$ cat config.mk
export PLATFORM = sky130hd
export DESIGN_NAME = adpll_lock_detect
export DESIGN_NICKNAME = d
export VERILOG_FILES = /design/src/rtl/adpll_pkg.sv /design/src/rtl/ref_edge_sync.sv /design/src/rtl/adpll_lock_detect.sv
export SDC_FILE = /design/constraint.sdc
export NUM_CORES = 1
export LEC_CHECK = 0
export BUFFER_PORTS_ARGS = -buffer_cell sky130_fd_sc_hd__buf_2
export CAP_MARGIN = 0
export CORE_ASPECT_RATIO = 0.7
export CORE_MARGIN = 3
export CORE_UTILIZATION = 54
export CTS_CLUSTER_SIZE = 30
export DETAILED_ROUTE_END_ITERATION = 8
export PLACE_DENSITY_LB_ADDON = 0.15
export SLEW_MARGIN = 20
export SYNTH_ARGS = -nofsm -noshare
export SYNTH_HDL_FRONTEND = slang
export SYNTH_SLANG_ARGS = --single-unit
$ cat constraint.sdc
create_clock -name fpga_clk_i -period 2.3 [get_ports fpga_clk_i]
set_clock_uncertainty 0.2 [all_clocks]
set_input_delay 0.23 -clock fpga_clk_i [delete_from_list [all_inputs] [get_ports fpga_clk_i]]
set_output_delay 0.23 -clock fpga_clk_i [all_outputs]
set_load 0.02 [all_outputs]
$ cat src/rtl/adpll_pkg.sv
// adpll_pkg: shared state encoding, default constants and saturating magnitude helper for the ADPLL lock detector
package adpll_pkg;

  typedef enum logic [1:0] {
    ST_IDLE     = 2'd0,
    ST_SEARCH   = 2'd1,
    ST_LOCKED   = 2'd2,
    ST_SLIPPING = 2'd3
  } state_t;

  localparam int ERR_WIDTH_DEF     = 8;
  localparam int LOCK_THRESH_DEF   = 2;
  localparam int UNLOCK_THRESH_DEF = 6;
  localparam int LOCK_COUNT_DEF    = 16;
  localparam int UNLOCK_COUNT_DEF  = 4;
  localparam int REF_TIMEOUT_DEF   = 1024;
  localparam int CNT_WIDTH_DEF     = 11;

  // |e| for a w-bit two's complement value; the most negative code saturates to the largest positive code
  function automatic logic [31:0] abs_sat(input logic signed [31:0] e, input int w);
    logic [31:0] a;
    logic [31:0] m;
    a = e[31] ? 32'(-e) : 32'(e);
    m = (32'd1 << (w - 1)) - 32'd1;
    return (a > m) ? m : a;
  endfunction

endpackage

$ cat src/rtl/ref_edge_sync.sv
// ref_edge_sync: two-flop synchroniser plus rising-edge strobe for an asynchronous level input
module ref_edge_sync (
  input  logic i_clk,
  input  logic i_rst,
  input  logic i_async,
  output logic o_rise
);

  logic [2:0] r_sh;

  // two metastability flops followed by a history flop for edge detection
  always_ff @(posedge i_clk or posedge i_rst) begin
    if (i_rst) r_sh <= '0;
    else r_sh <= {r_sh[1:0], i_async};
  end

  assign o_rise = r_sh[1] & ~r_sh[2];

endmodule

$ cat src/rtl/adpll_lock_detect.sv
// adpll_lock_detect: lock qualification with hysteresis and reference watchdog; define ADPLL_LOCK_DET_PEAK_EN to build the peak-error tracker
module adpll_lock_detect
  import adpll_pkg::*;
#(
  parameter int ERR_WIDTH     = ERR_WIDTH_DEF,
  parameter int LOCK_THRESH   = LOCK_THRESH_DEF,
  parameter int UNLOCK_THRESH = UNLOCK_THRESH_DEF,
  parameter int LOCK_COUNT    = LOCK_COUNT_DEF,
  parameter int UNLOCK_COUNT  = UNLOCK_COUNT_DEF,
  parameter int REF_TIMEOUT   = REF_TIMEOUT_DEF,
  parameter int CNT_WIDTH     = CNT_WIDTH_DEF
) (
  input  logic                        fpga_clk_i,
  input  logic                        reset_i,
  input  logic                        enable_i,
  input  logic                        ref_clk_i,
  input  logic signed [ERR_WIDTH-1:0] error_i,
  output logic                        locked_o,
  output logic                        lock_lost_o,
  output logic                        ref_lost_o,
  output logic [1:0]                  state_o,
  output logic [ERR_WIDTH-1:0]        max_abs_err_o
);

  localparam logic [ERR_WIDTH-1:0] LK_TH   = ERR_WIDTH'(LOCK_THRESH);
  localparam logic [ERR_WIDTH-1:0] UL_TH   = ERR_WIDTH'(UNLOCK_THRESH);
  localparam logic [CNT_WIDTH-1:0] LK_CNT  = CNT_WIDTH'(LOCK_COUNT);
  localparam logic [CNT_WIDTH-1:0] UL_CNT  = CNT_WIDTH'(UNLOCK_COUNT);
  localparam logic [CNT_WIDTH-1:0] WD_MAX  = CNT_WIDTH'(REF_TIMEOUT);
  localparam logic [CNT_WIDTH-1:0] WD_LAST = CNT_WIDTH'(REF_TIMEOUT - 1);

  logic                 w_strobe;
  logic                 w_expire;
  logic                 w_in;
  logic                 w_miss;
  logic                 w_lost_nxt;
  logic                 r_valid;
  logic                 r_ref_lost;
  logic                 r_lock_lost;
  logic [ERR_WIDTH-1:0] r_abs;
  logic [CNT_WIDTH-1:0] r_wd;
  logic [CNT_WIDTH-1:0] r_lock_cnt;
  logic [CNT_WIDTH-1:0] r_miss_cnt;
  logic [CNT_WIDTH-1:0] w_lock_nxt;
  logic [CNT_WIDTH-1:0] w_miss_nxt;
  state_t               r_state;
  state_t               w_state_nxt;

  ref_edge_sync u_sync (
    .i_clk   (fpga_clk_i),
    .i_rst   (reset_i),
    .i_async (ref_clk_i),
    .o_rise  (w_strobe)
  );

  assign w_in     = r_abs <= LK_TH;
  assign w_miss   = r_abs > UL_TH;
  assign w_expire = enable_i && !w_strobe && (r_wd == WD_LAST);

  // capture the error magnitude on the strobe; the FSM consumes it one cycle later
  always_ff @(posedge fpga_clk_i or posedge reset_i) begin
    if (reset_i) begin
      r_valid <= 1'b0;
      r_abs   <= '0;
    end else begin
      r_valid <= w_strobe;
      if (w_strobe) r_abs <= ERR_WIDTH'(abs_sat(32'(error_i), ERR_WIDTH));
    end
  end

  // reference watchdog: counts idle cycles between strobes and flags expiry until the next strobe
  always_ff @(posedge fpga_clk_i or posedge reset_i) begin
    if (reset_i) begin
      r_wd       <= '0;
      r_ref_lost <= 1'b0;
    end else begin
      r_wd       <= (!enable_i || w_strobe) ? '0 : (r_wd == WD_MAX) ? r_wd : r_wd + 1'b1;
      r_ref_lost <= (!enable_i || w_strobe) ? 1'b0 : (w_expire ? 1'b1 : r_ref_lost);
    end
  end

  // state and counter registers
  always_ff @(posedge fpga_clk_i or posedge reset_i) begin
    if (reset_i) begin
      r_state     <= ST_IDLE;
      r_lock_cnt  <= '0;
      r_miss_cnt  <= '0;
      r_lock_lost <= 1'b0;
    end else begin
      r_state     <= w_state_nxt;
      r_lock_cnt  <= w_lock_nxt;
      r_miss_cnt  <= w_miss_nxt;
      r_lock_lost <= w_lost_nxt;
    end
  end

  // next state: disable beats watchdog expiry, which beats sample evaluation
  always_comb begin
    w_state_nxt = r_state;
    w_lock_nxt  = r_lock_cnt;
    w_miss_nxt  = r_miss_cnt;
    w_lost_nxt  = 1'b0;
    if (!enable_i) begin
      w_state_nxt = ST_IDLE;
      w_lock_nxt  = '0;
      w_miss_nxt  = '0;
    end else if (w_expire) begin
      w_state_nxt = ST_SEARCH;
      w_lock_nxt  = '0;
      w_miss_nxt  = '0;
      w_lost_nxt  = r_state[1];
    end else if (r_state == ST_IDLE) begin
      w_state_nxt = ST_SEARCH;
      w_lock_nxt  = '0;
      w_miss_nxt  = '0;
    end else if (r_valid) begin
      case (r_state)
        ST_SEARCH: begin
          w_lock_nxt = w_in ? r_lock_cnt + 1'b1 : '0;
          if (w_in && (r_lock_cnt + 1'b1 == LK_CNT)) begin
            w_state_nxt = ST_LOCKED;
            w_lock_nxt  = '0;
          end
        end
        ST_LOCKED: begin
          if (w_miss) begin
            w_state_nxt = ST_SLIPPING;
            w_miss_nxt  = CNT_WIDTH'(1);
          end
        end
        ST_SLIPPING: begin
          if (w_miss) begin
            w_miss_nxt = r_miss_cnt + 1'b1;
            if (r_miss_cnt + 1'b1 >= UL_CNT) begin
              w_state_nxt = ST_SEARCH;
              w_miss_nxt  = '0;
              w_lock_nxt  = '0;
              w_lost_nxt  = 1'b1;
            end
          end else if (w_in) begin
            w_state_nxt = ST_LOCKED;
            w_miss_nxt  = '0;
          end
        end
        default: ;
      endcase
    end
  end

  // status outputs decoded from registered state
  always_comb begin
    locked_o    = r_state[1];
    lock_lost_o = r_lock_lost;
    ref_lost_o  = r_ref_lost;
    state_o     = r_state;
  end

`ifdef ADPLL_LOCK_DET_PEAK_EN
  logic                 w_eval;
  logic [ERR_WIDTH-1:0] r_peak;

  assign w_eval = r_valid && enable_i && !w_expire;

  // peak magnitude while locked, restarted on each fresh lock
  always_ff @(posedge fpga_clk_i or posedge reset_i) begin
    if (reset_i) r_peak <= '0;
    else if (r_state == ST_SEARCH && w_state_nxt == ST_LOCKED) r_peak <= '0;
    else if (w_eval && r_state[1] && r_abs > r_peak) r_peak <= r_abs;
  end

  assign max_abs_err_o = r_peak;
`else
  assign max_abs_err_o = '0;
`endif

endmodule

==> flow_summary_export.csv, run 1 <==
group,metric,value,unit
synth,synth_top_area_cell,"dfrtp_1",
worst_setup_path,cpPeakStageDelay,0.54,ns
power_and_ir_drop,p_int,1.38,mW
placement,place_ws,-0.144,ns
layout,final_cell_area,0.00363,mm2
synth,yosys.area_share.simple,0.239,
grt,gr-total-overflow,0,
synth,synth_xor_area_frac,0.0493,
placement,port_buffers,16,
synth,synth_edf_count,0,
routing,drc,0,
clock_tree,cts_root_buf,"clkbuf_8",
hold_path,min_path_type,"input pin to flip-flop",
synth,async_reset_ff_frac,1.00,
sta,hold_violations,0,
clock_tree,htreeDepth,2,
synth,synthMuxAreaShare,0.0110,
synth,synth_cells,310,
floorplanning,coreArea,0.00494,mm2
power_and_ir_drop,p_seq_frac,0.461,
power_and_ir_drop,p_leak,1.69,nW
routing,first_iter_violations,154,
sta,setup_violations,13,
routing,totalWireLength,6460,um
outcome,violations,"setup timing",
floorplanning,dieArea,0.00619,mm2
synth,synth-warning-count,0,
synth,synth_top_area_share,0.431,
synth,ys.flop_type,"dfrtp_1",
grt,first_global_vias,2341,
placement,dp_hpwl,4670,um
clock_tree,clock_latency,0.30,ns
clock_tree,clk_pin_slew,0.09,ns
synth,synth_compound_area_frac,0.162,
power_and_ir_drop,p_comb_frac,0.304,
synth,synth.avg_cell_area,9.18,um2
placement,placed_cell_area,0.00337,mm2
floorplanning,start_util,0.576,
worst_setup_path,cp_max_fo,6,
sta,rsz0062_at_grt,"true",
floorplanning,rows,21,
routing,vias_per_cell,5.55,
grt,antenna_found_initial,0,
routing,ant_nets,0,
power_and_ir_drop,p_sw,0.682,mW
sta,relSlewSlack,0.653,
synth,ys_ff_latch,49,
layout,fin_nets,408,
grt,track_usage,0.220,
sta,setup_ws,-0.126,ns
layout,layout_common_cells,"buf_4 (55), dfrtp_1 (47), nor2_1 (31)",
routing,firstDrtPassIters,5,
worst_setup_path,worstPathRequired,2.29,ns
layout,antenna_cells,0,
layout,drive_gt1_frac,0.321,
synth,synth_fa_ha_area_frac,0.0484,
clock_tree,cts.sinks,49,
power_and_ir_drop,power_density,569,mW/mm2
sta,tns,-0.866,ns
routing,vias,2524,
layout,fillers,393,
clock_tree,max-clock-path-buffers,2,
placement,gp_congestion,0.856,
layout,fin_util,0.734,
layout,area_growth,27.4,%
floorplanning,die_h,66.7,um
worst_setup_path,crit_type,"flip-flop to flip-flop",
sta,clock.fmax,412,MHz
floorplanning,die_x,92.8,um
synth,seq_area_frac_synth,0.431,
worst_setup_path,end_kind,"flip-flop",
sta,post-route-period-util,1.05,
synth,synth_area,0.00285,mm2
sta,tightest_slew,0.517,ns
power_and_ir_drop,ir_drop,0.465,mV
grt,grt_max_degree,30,
sta,layout_min_cycle_time,2.43,ns
outcome,status,"complete, but fails checks",
layout,final_common_cell,"buf_4",
sta,final_max_slew_viol_count,0,
grt,grt_first_pass_wirelength,10800,um
synth,synth_cell_types,55,
worst_setup_path,path_cells,"nand4_1, or4_1, a2111o_1, o21bai_4, buf_6, nor2b_1, o21ai_1, o31ai_2",
clock_tree,numCtsBuffers,5,
synth,synth_top_family_by_area,"simple AND/OR/NAND/NOR gates",
clock_tree,cts_tree,"yes",
worst_setup_path,slowest_stage,"or4_1",
power_and_ir_drop,switching_share,0.331,
power_and_ir_drop,clockPowerShare,0.235,
synth,synth_area_leaders,"dfrtp_1 (43%), ha_1 (4.8%), nor2_1 (4.6%), nor2b_1 (3.5%), nand2_1 (2.8%)",
worst_setup_path,cp.arrival,2.42,ns
worst_setup_path,critPathLaunchType,"flip-flop",
flow_run,max_cap_violations,0,
floorplanning,ioPinCount,25,
routing,avgRoutedWirePerCell,14.2,um
==> Yosys cell counts, types with 4 or more instances <==
cell type,number
ha_1,11
nor2_1,35
a21oi_1,14
o31ai_1,9
nor4_1,4
xnor2_1,7
a31oi_1,4
dfrtp_1,49
or3_1,4
nor3_1,5
nand2b_1,4
nand4_1,10
clkbuf_1,4
o21ai_1,6
buf_4,9
nor2b_1,16
inv_1,16
o21ai_0,15
nand2_1,21
nand3_1,9
xor2_1,9
==> timing repair <==
item | 4_1_cts | 5_1_grt
buffers inserted | 4 | 2
hold endpoints to repair | 21 | 0
endpoints found under the setup margin | 12 | 25
resized for setup | 15 | 21
pin swaps | 7 | 16
hold buffers | 2 | 0
==> final cells by class <==
| type | instances | area (um2) | share of cell area |
|---|---|---|---|
| clock buffers | 7 | 76.3 | 0.0210 |
| clock inverters | 1 | 5.00 | 0.00138 |
| inverters | 18 | 67.6 | 0.0186 |
| multi-input cells | 234 | 1600 | 0.440 |
| flip-flops and latches | 49 | 1230 | 0.339 |
| well taps | 69 | 86.3 | 0.0238 |
| repair buffers | 77 | 567 | 0.156 |
==> critical path, delay by kind of cell (launching register included) <==
family	cells	cell delay, ns
AOI/OAI and AO/OA	4	0.86
buffers and inverters	1	0.15
and+or+nand+nor	3	0.72
DFF	1	0.39
==> worst paths after layout <==
| check | depth (start not counted) | slack, ns | from | to |
|---|---|---|---|---|
| max | 8 | -0.13 | r_lock_cnt[1]$_DFFE_PP0P_ | r_lock_cnt[4]$_DFFE_PP0P_ |
| min | 3 | 0.02 | error_i[0] | r_abs[0]$_DFFE_PP0P_ |
| max reg2reg | 8 | -0.13 | r_lock_cnt[1]$_DFFE_PP0P_ | r_lock_cnt[4]$_DFFE_PP0P_ |
| min reg2reg | 0 | 0.16 | u_sync.r_sh[0]$_DFF_PP0_ | u_sync.r_sh[1]$_DFF_PP0_ |
| max in group asynchronous | 4 | 1.09 | reset_i | state_o[1]$_DFFE_PP0P_ |
| min in group asynchronous | 3 | 0.29 | reset_i | r_lock_cnt[2]$_DFFE_PP0P_ |
==> state kept, by name, summed over array words and instances, names as in the netlist <==
register     flops
r_lock_cnt      11
r_miss_cnt      11
r_wd            11
r_abs            8
u_sync.r_sh      3
state_o          2
lock_lost_o      1
r_valid          1
ref_lost_o       1
==> power by group through the flow <==
| stage | Combinational, mW | Sequential [mW] | Clock, mW |
|---|---|---|---|
| 5_1_grt | 0.696 | 0.957 | 0.531 |
| 3_5_place_dp | 0.551 | 0.966 | 0 |
| 6_report | 0.627 | 0.951 | 0.485 |
| 3_3_place_gp | 0.533 | 0.964 | 0 |
| 2_1_floorplan | 0.334 | 0.977 | 0 |
| 4_1_cts | 0.587 | 0.949 | 0.497 |
==> metrics by stage <==
stage          hold slack (ns)  std cells  power [mW]
6_report                0.0195        455        2.06
5_1_grt                 0.0191        455        2.18
4_1_cts                 0.0104        453        2.03
3_5_place_dp            0.0729        439        1.52
3_3_place_gp            0.0616        439        1.50
2_1_floorplan           0.0614        317        1.31
==> kinds of logic after synthesis <==
family	after synthesis
and+or+nand+nor	128
AOI/OAI and AO/OA	68
DFF	49
buffers and inverters	34
xor gates and xnor gates	16
adders and majority gates	11
muxes	3
other	1
==> per-layer routing <==
metal,track usage,up-vias,wire length [um]
met4,0.0695,0,91
met3,0.0463,13,321
met2,0.346,72,2910
met1,0.306,1203,3140
met5,0,-,0
li1,-,1236,-
Power figures use the tool's default switching activity.
==> run 2, diff against run 1 <==
- SKIP_LAST_GASP: not set -> 1
- TNS_END_PERCENT: not set -> 10
==> run 2 against run 1 <==
The flow still finishes with violations (setup timing); via count shrank 3.3%; cell area grew 0.66%; global-route usage shrank 1.4 points; clock power grew 24%; non-clock buffer count is the same; maximum frequency shrank 3.0%; critical path depth grew 2; sequential share of layout area shrank 0.22 points; largest power group unchanged.
==> flow_summary_export.csv, run 2 (same netlist as run 1, synthesis figures left out) <==
group,metric,value,unit
clock_tree,max-clock-path-buffers,2,
routing,wl_met2,2930,um
routing,vias_per_cell,5.36,
layout,fin_util,0.739,
floorplanning,die_h,66.7,um
layout,fin_nets,408,
sta,final_max_slew_viol_count,0,
outcome,status,"complete, but fails checks",
worst_setup_path,worstPathRequired,2.28,ns
floorplanning,rows,21,
grt,grt_first_pass_wirelength,10200,um
floorplanning,die_x,92.8,um
sta,relSlewSlack,0.620,
placement,gp_congestion,0.882,
clock_tree,htreeDepth,2,
routing,drc,0,
sta,setup_violations,24,
worst_setup_path,crit_type,"flip-flop to flip-flop",
routing,top_layer,"met4",
routing,totalWireLength,6290,um
power_and_ir_drop,power_density,596,mW/mm2
grt,grt_max_degree,27,
floorplanning,coreArea,0.00494,mm2
outcome,violations,"setup timing",
floorplanning,dieArea,0.00619,mm2
layout,fillers,365,
routing,firstDrtPassIters,4,
clock_tree,cts_tree,"yes",
worst_setup_path,slowest_stage,"o41ai_4",
placement,placedCellCount,439,
sta,setup_ws,-0.202,ns
layout,antenna_cells,0,
layout,multi_input_area,0.00158,mm2
hold_path,min_path_type,"input pin to flip-flop",
worst_setup_path,end_kind,"flip-flop",
placement,placed_cell_area,0.00338,mm2
worst_setup_path,cp_max_fo,6,
clock_tree,cts_root_buf,"clkbuf_8",
worst_setup_path,path_cells,"ha_4, nand4_1, o41ai_4, buf_4, nor3_2, a31oi_1, nand3_2, buf_6, o21ai_4, o31ai_4",
grt,gr-total-overflow,0,
worst_setup_path,path_buf_inv,2,
sta,post-route-period-util,1.09,
layout,final_common_cell,"buf_4",
worst_setup_path,path_delay_family,"compound AO/OA/AOI/OAI gates",
power_and_ir_drop,ir_drop,0.495,mV
clock_tree,cts.sinks,49,
placement,port_buffers,16,
worst_setup_path,critPathLaunchType,"flip-flop",
flow_run,max_cap_violations,0,
sta,tightest_slew,0.570,ns
layout,area_growth,28.3,%
grt,antenna_found_initial,0,
clock_tree,clock_latency,0.30,ns
grt,track_usage,0.206,
worst_setup_path,cp.arrival,2.48,ns
sta,layout_min_cycle_time,2.50,ns
layout,layout_common_cells,"buf_4 (55), dfrtp_1 (47), nor2_1 (34)",
routing,vias,2440,
layout,top_regs,"r_lock_cnt (11), r_miss_cnt (11), r_wd (11)",
layout,final_cell_area,0.00365,mm2
grt,first_global_vias,2306,
floorplanning,ioPinCount,25,
routing,wl_met1,3060,um
layout,drive_gt1_frac,0.290,
routing,met3_length,220,um
power_and_ir_drop,design_power_total,2.18,mW
sta,tns,-2.57,ns
layout,seq_area,0.00123,mm2
floorplanning,start_util,0.576,
sta,hold_violations,0,
clock_tree,clk_pin_slew,0.09,ns
placement,place_ws,-0.190,ns
worst_setup_path,cpPeakStageDelay,0.51,ns
routing,ant_nets,0,
placement,dp_hpwl,4570,um
sta,holdWs,0.0161,ns
clock_tree,numCtsBuffers,5,
routing,first_iter_violations,162,
sta,clock.fmax,400,MHz
routing,avgRoutedWirePerCell,13.8,um
layout,final_cells,455,
sta,rsz0062_at_grt,"true",
power_and_ir_drop,p_leak,1.71,nW
run 2: worst reg2reg max path, stage by stage (launching register included):
cell	delay, ns
dfrtp_1	0.41
ha_4	0.16
nand4_1	0.16
o41ai_4	0.51
buf_4	0.20
nor3_2	0.04
a31oi_1	0.17
nand3_2	0.13
buf_6	0.17
o21ai_4	0.14
o31ai_4	0.09
run 2: report_power, final:
group,internal [mW],switching [mW]
clock network,0.323,0.280
logic,0.265,0.361
registers,0.906,0.0401
total,1.49,0.682
run 2: area by class of cell:
class / instances / share of cell area
inverter: 18 / 0.0185
clock buffer: 6 / 0.0199
multi-input combinational: 234 / 0.434
tap: 69 / 0.0237
sequential: 49 / 0.337
timing repair buffer: 77 / 0.158
clock inverter: 2 / 0.00960
run 2: metal layers:
metal / track usage / vias to the layer above
li1: - / 1239
met3: 0.0451 / 8
met4: 0.0567 / 0
met1: 0.273 / 1148
met5: 0 / -
met2: 0.343 / 45
run 2: path summary, 6_finish.rpt:
check                                              start                   endpoint  slack (ns)  depth (start not counted)
worst max-delay path                 r_wd[1]$_DFFE_PP0P_  r_lock_cnt[5]$_DFFE_PP0P_       -0.20                         10
max in group asynchronous                        reset_i     state_o[1]$_DFFE_PP0P_        1.04                          4
worst min register to register  u_sync.r_sh[0]$_DFF_PP0_   u_sync.r_sh[1]$_DFF_PP0_        0.16                          0
worst max register to register       r_wd[1]$_DFFE_PP0P_  r_lock_cnt[5]$_DFFE_PP0P_       -0.20                         10
worst min-delay path                          error_i[0]       r_abs[0]$_DFFE_PP0P_        0.02                          3
min in group asynchronous                        reset_i        r_wd[7]$_DFFE_PP0P_        0.34                          3
run 2: repair_timing:
action	4_1_cts	5_1_grt
buffers inserted	2	4
setup endpoints to repair	15	25
resized for setup	4	19
hold buffers	2	0
hold endpoints to repair	26	0
pin swaps	7	7
==> run 3, diff against run 2 <==
- PLACE_DENSITY: not set -> 0.76
- PLACE_DENSITY_LB_ADDON: 0.15 -> not set
- TNS_END_PERCENT: 10 -> not set
==> run 3 against run 2 <==
The run ends with hold timing, setup timing left; sequential power increased by 0.7%; count of clock-buffer cells in the layout decreased by 1; flip-flop and latch count unchanged; critical endpoint is now r_lock_cnt[8]$_DFFE_PP0P_.
==> flow_summary_export.csv, run 3 (same netlist as run 1, synthesis figures left out) <==
group,metric,value,unit
sta,setup_ws,-0.122,ns
routing,firstDrtPassIters,4,
layout,drive_gt1_frac,0.313,
clock_tree,max-clock-path-buffers,2,
layout,top_regs,"r_lock_cnt (11), r_miss_cnt (11), r_wd (11)",
clock_tree,htreeDepth,2,
clock_tree,clock_latency,0.31,ns
clock_tree,cts_tree,"yes",
sta,layout_min_cycle_time,2.42,ns
placement,placedCellCount,439,
routing,drc,0,
floorplanning,start_util,0.576,
sta,relSlewSlack,0.655,
hold_path,min_path_type,"input pin to flip-flop",
grt,track_usage,0.213,
grt,gr-total-overflow,0,
layout,fin_nets,409,
power_and_ir_drop,ir_drop,0.448,mV
sta,hold_violations,1,
sta,holdWs,-0.000671,ns
floorplanning,dieArea,0.00619,mm2
placement,dp_hpwl,4660,um
routing,vias,2522,
routing,avgRoutedWirePerCell,14.2,um
clock_tree,cts.sinks,49,
outcome,violations,"hold timing, setup timing",
layout,antenna_cells,0,
floorplanning,ioPinCount,25,
worst_setup_path,crit_type,"flip-flop to flip-flop",
layout,seq_area,0.00123,mm2
worst_setup_path,critPathLaunchType,"flip-flop",
sta,setup_violations,14,
sta,final_max_slew_viol_count,0,
placement,gp_congestion,0.899,
outcome,status,"complete, but fails checks",
clock_tree,clk_pin_slew,0.08,ns
floorplanning,coreArea,0.00494,mm2
sta,clock.fmax,413,MHz
flow_run,max_cap_violations,0,
floorplanning,rows,21,
power_and_ir_drop,power_density,571,mW/mm2
layout,final_common_cell,"buf_4",
sta,rsz0062_at_grt,"true",
clock_tree,cts_root_buf,"clkbuf_8",
grt,grt_max_degree,27,
grt,grt_first_pass_wirelength,10500,um
floorplanning,die_h,66.7,um
sta,post-route-period-util,1.05,
layout,area_growth,27.4,%
routing,totalWireLength,6460,um
sta,tightest_slew,0.517,ns
floorplanning,die_x,92.8,um
layout,final_cells,456,
routing,vias_per_cell,5.53,
routing,first_iter_violations,151,
placement,port_buffers,16,
clock_tree,numCtsBuffers,5,
layout,fillers,360,
worst_setup_path,worstPathRequired,2.29,ns
worst_setup_path,cp_max_fo,6,
power_and_ir_drop,p_leak,1.69,nW
worst_setup_path,end_kind,"flip-flop",
grt,antenna_found_initial,0,
layout,multi_input_area,0.00159,mm2
routing,ant_nets,0,
worst_setup_path,reg2reg_slack,-0.12,ns
layout,layout_common_cells,"buf_4 (57), dfrtp_1 (47), nor2_1 (35)",
worst_setup_path,cp.arrival,2.42,ns
placement,place_ws,-0.188,ns
grt,first_global_vias,2377,
## run 3: cell types whose count changed in the layout (fill, tap and decap cells not counted), moves of 2 or more
cell	delta
nand2_1	-2
o21ai_4	-2
buf_12	-2
o21ai_1	+2
o21ai_2	+4
o31ai_2	+2
buf_4	+2
o21ai_0	-4
## run 3: critical path, stage by stage, from the launching register on
cell	delay, ns
dfrtp_1	0.37
nand4_1	0.14
or4_1	0.56
a2111o_1	0.49
o21bai_4	0.16
buf_6	0.14
nor2b_1	0.05
o21ai_1	0.12
o31ai_1	0.08
## run 3: final timing paths
check,end,cells past startpoint,start
worst max-delay path,r_lock_cnt[8]$_DFFE_PP0P_,8,r_lock_cnt[1]$_DFFE_PP0P_
worst min-delay path,r_abs[0]$_DFFE_PP0P_,3,error_i[0]
worst max register to register,r_lock_cnt[8]$_DFFE_PP0P_,8,r_lock_cnt[1]$_DFFE_PP0P_
worst min register to register,u_sync.r_sh[1]$_DFF_PP0_,0,u_sync.r_sh[0]$_DFF_PP0_
max in group asynchronous,r_lock_cnt[3]$_DFFE_PP0P_,4,reset_i
min in group asynchronous,r_wd[8]$_DFFE_PP0P_,3,reset_i
## run 3: layer usage
metal	up-vias	share of wire	track usage
met4	0	0.012	0.0548
met5	-	0	0
met2	49	0.47	0.356
met3	12	0.037	0.0418
met1	1218	0.48	0.285
li1	1243	-	-
## run 3: cell type report
type / count / share of cell area
clock buffer: 5 / 0.0190
inverter: 18 / 0.0186
clock inverter: 3 / 0.00483
multi-input combinational: 234 / 0.440
sequential: 49 / 0.339
tap: 69 / 0.0238
timing repair buffer: 78 / 0.155
## run 3: timing repair
item | 4_1_cts | 5_1_grt
hold endpoints to repair | 25 | 0
hold buffers | 2 | 0
cloned | 0 | 0
resized for setup | 15 | 17
endpoints found under the setup margin | 19 | 22
setup buffers | 7 | 0
pin swaps | 11 | 17
## run 3: where the power goes
group / switching, mW / internal, mW / total [mW] / leakage, nW
logic: 0.362 / 0.262 / 0.624 / 0.996
registers: 0.0464 / 0.906 / 0.953 / 0.650
clock network: 0.282 / 0.210 / 0.492 / 0.0439
## run 3: through the flow
step	area (um2)	util	total power, mW	TNS, ns
final	3620	0.734	2.07	-1.03
after global placement	3350	0.679	1.49	-0.230
after floorplan	2890	-	1.31	0
after CTS	3570	0.722	2.04	-1.25
after detailed placement	3350	0.679	1.51	-1.21
after global routing	3620	0.734	2.17	-2.45
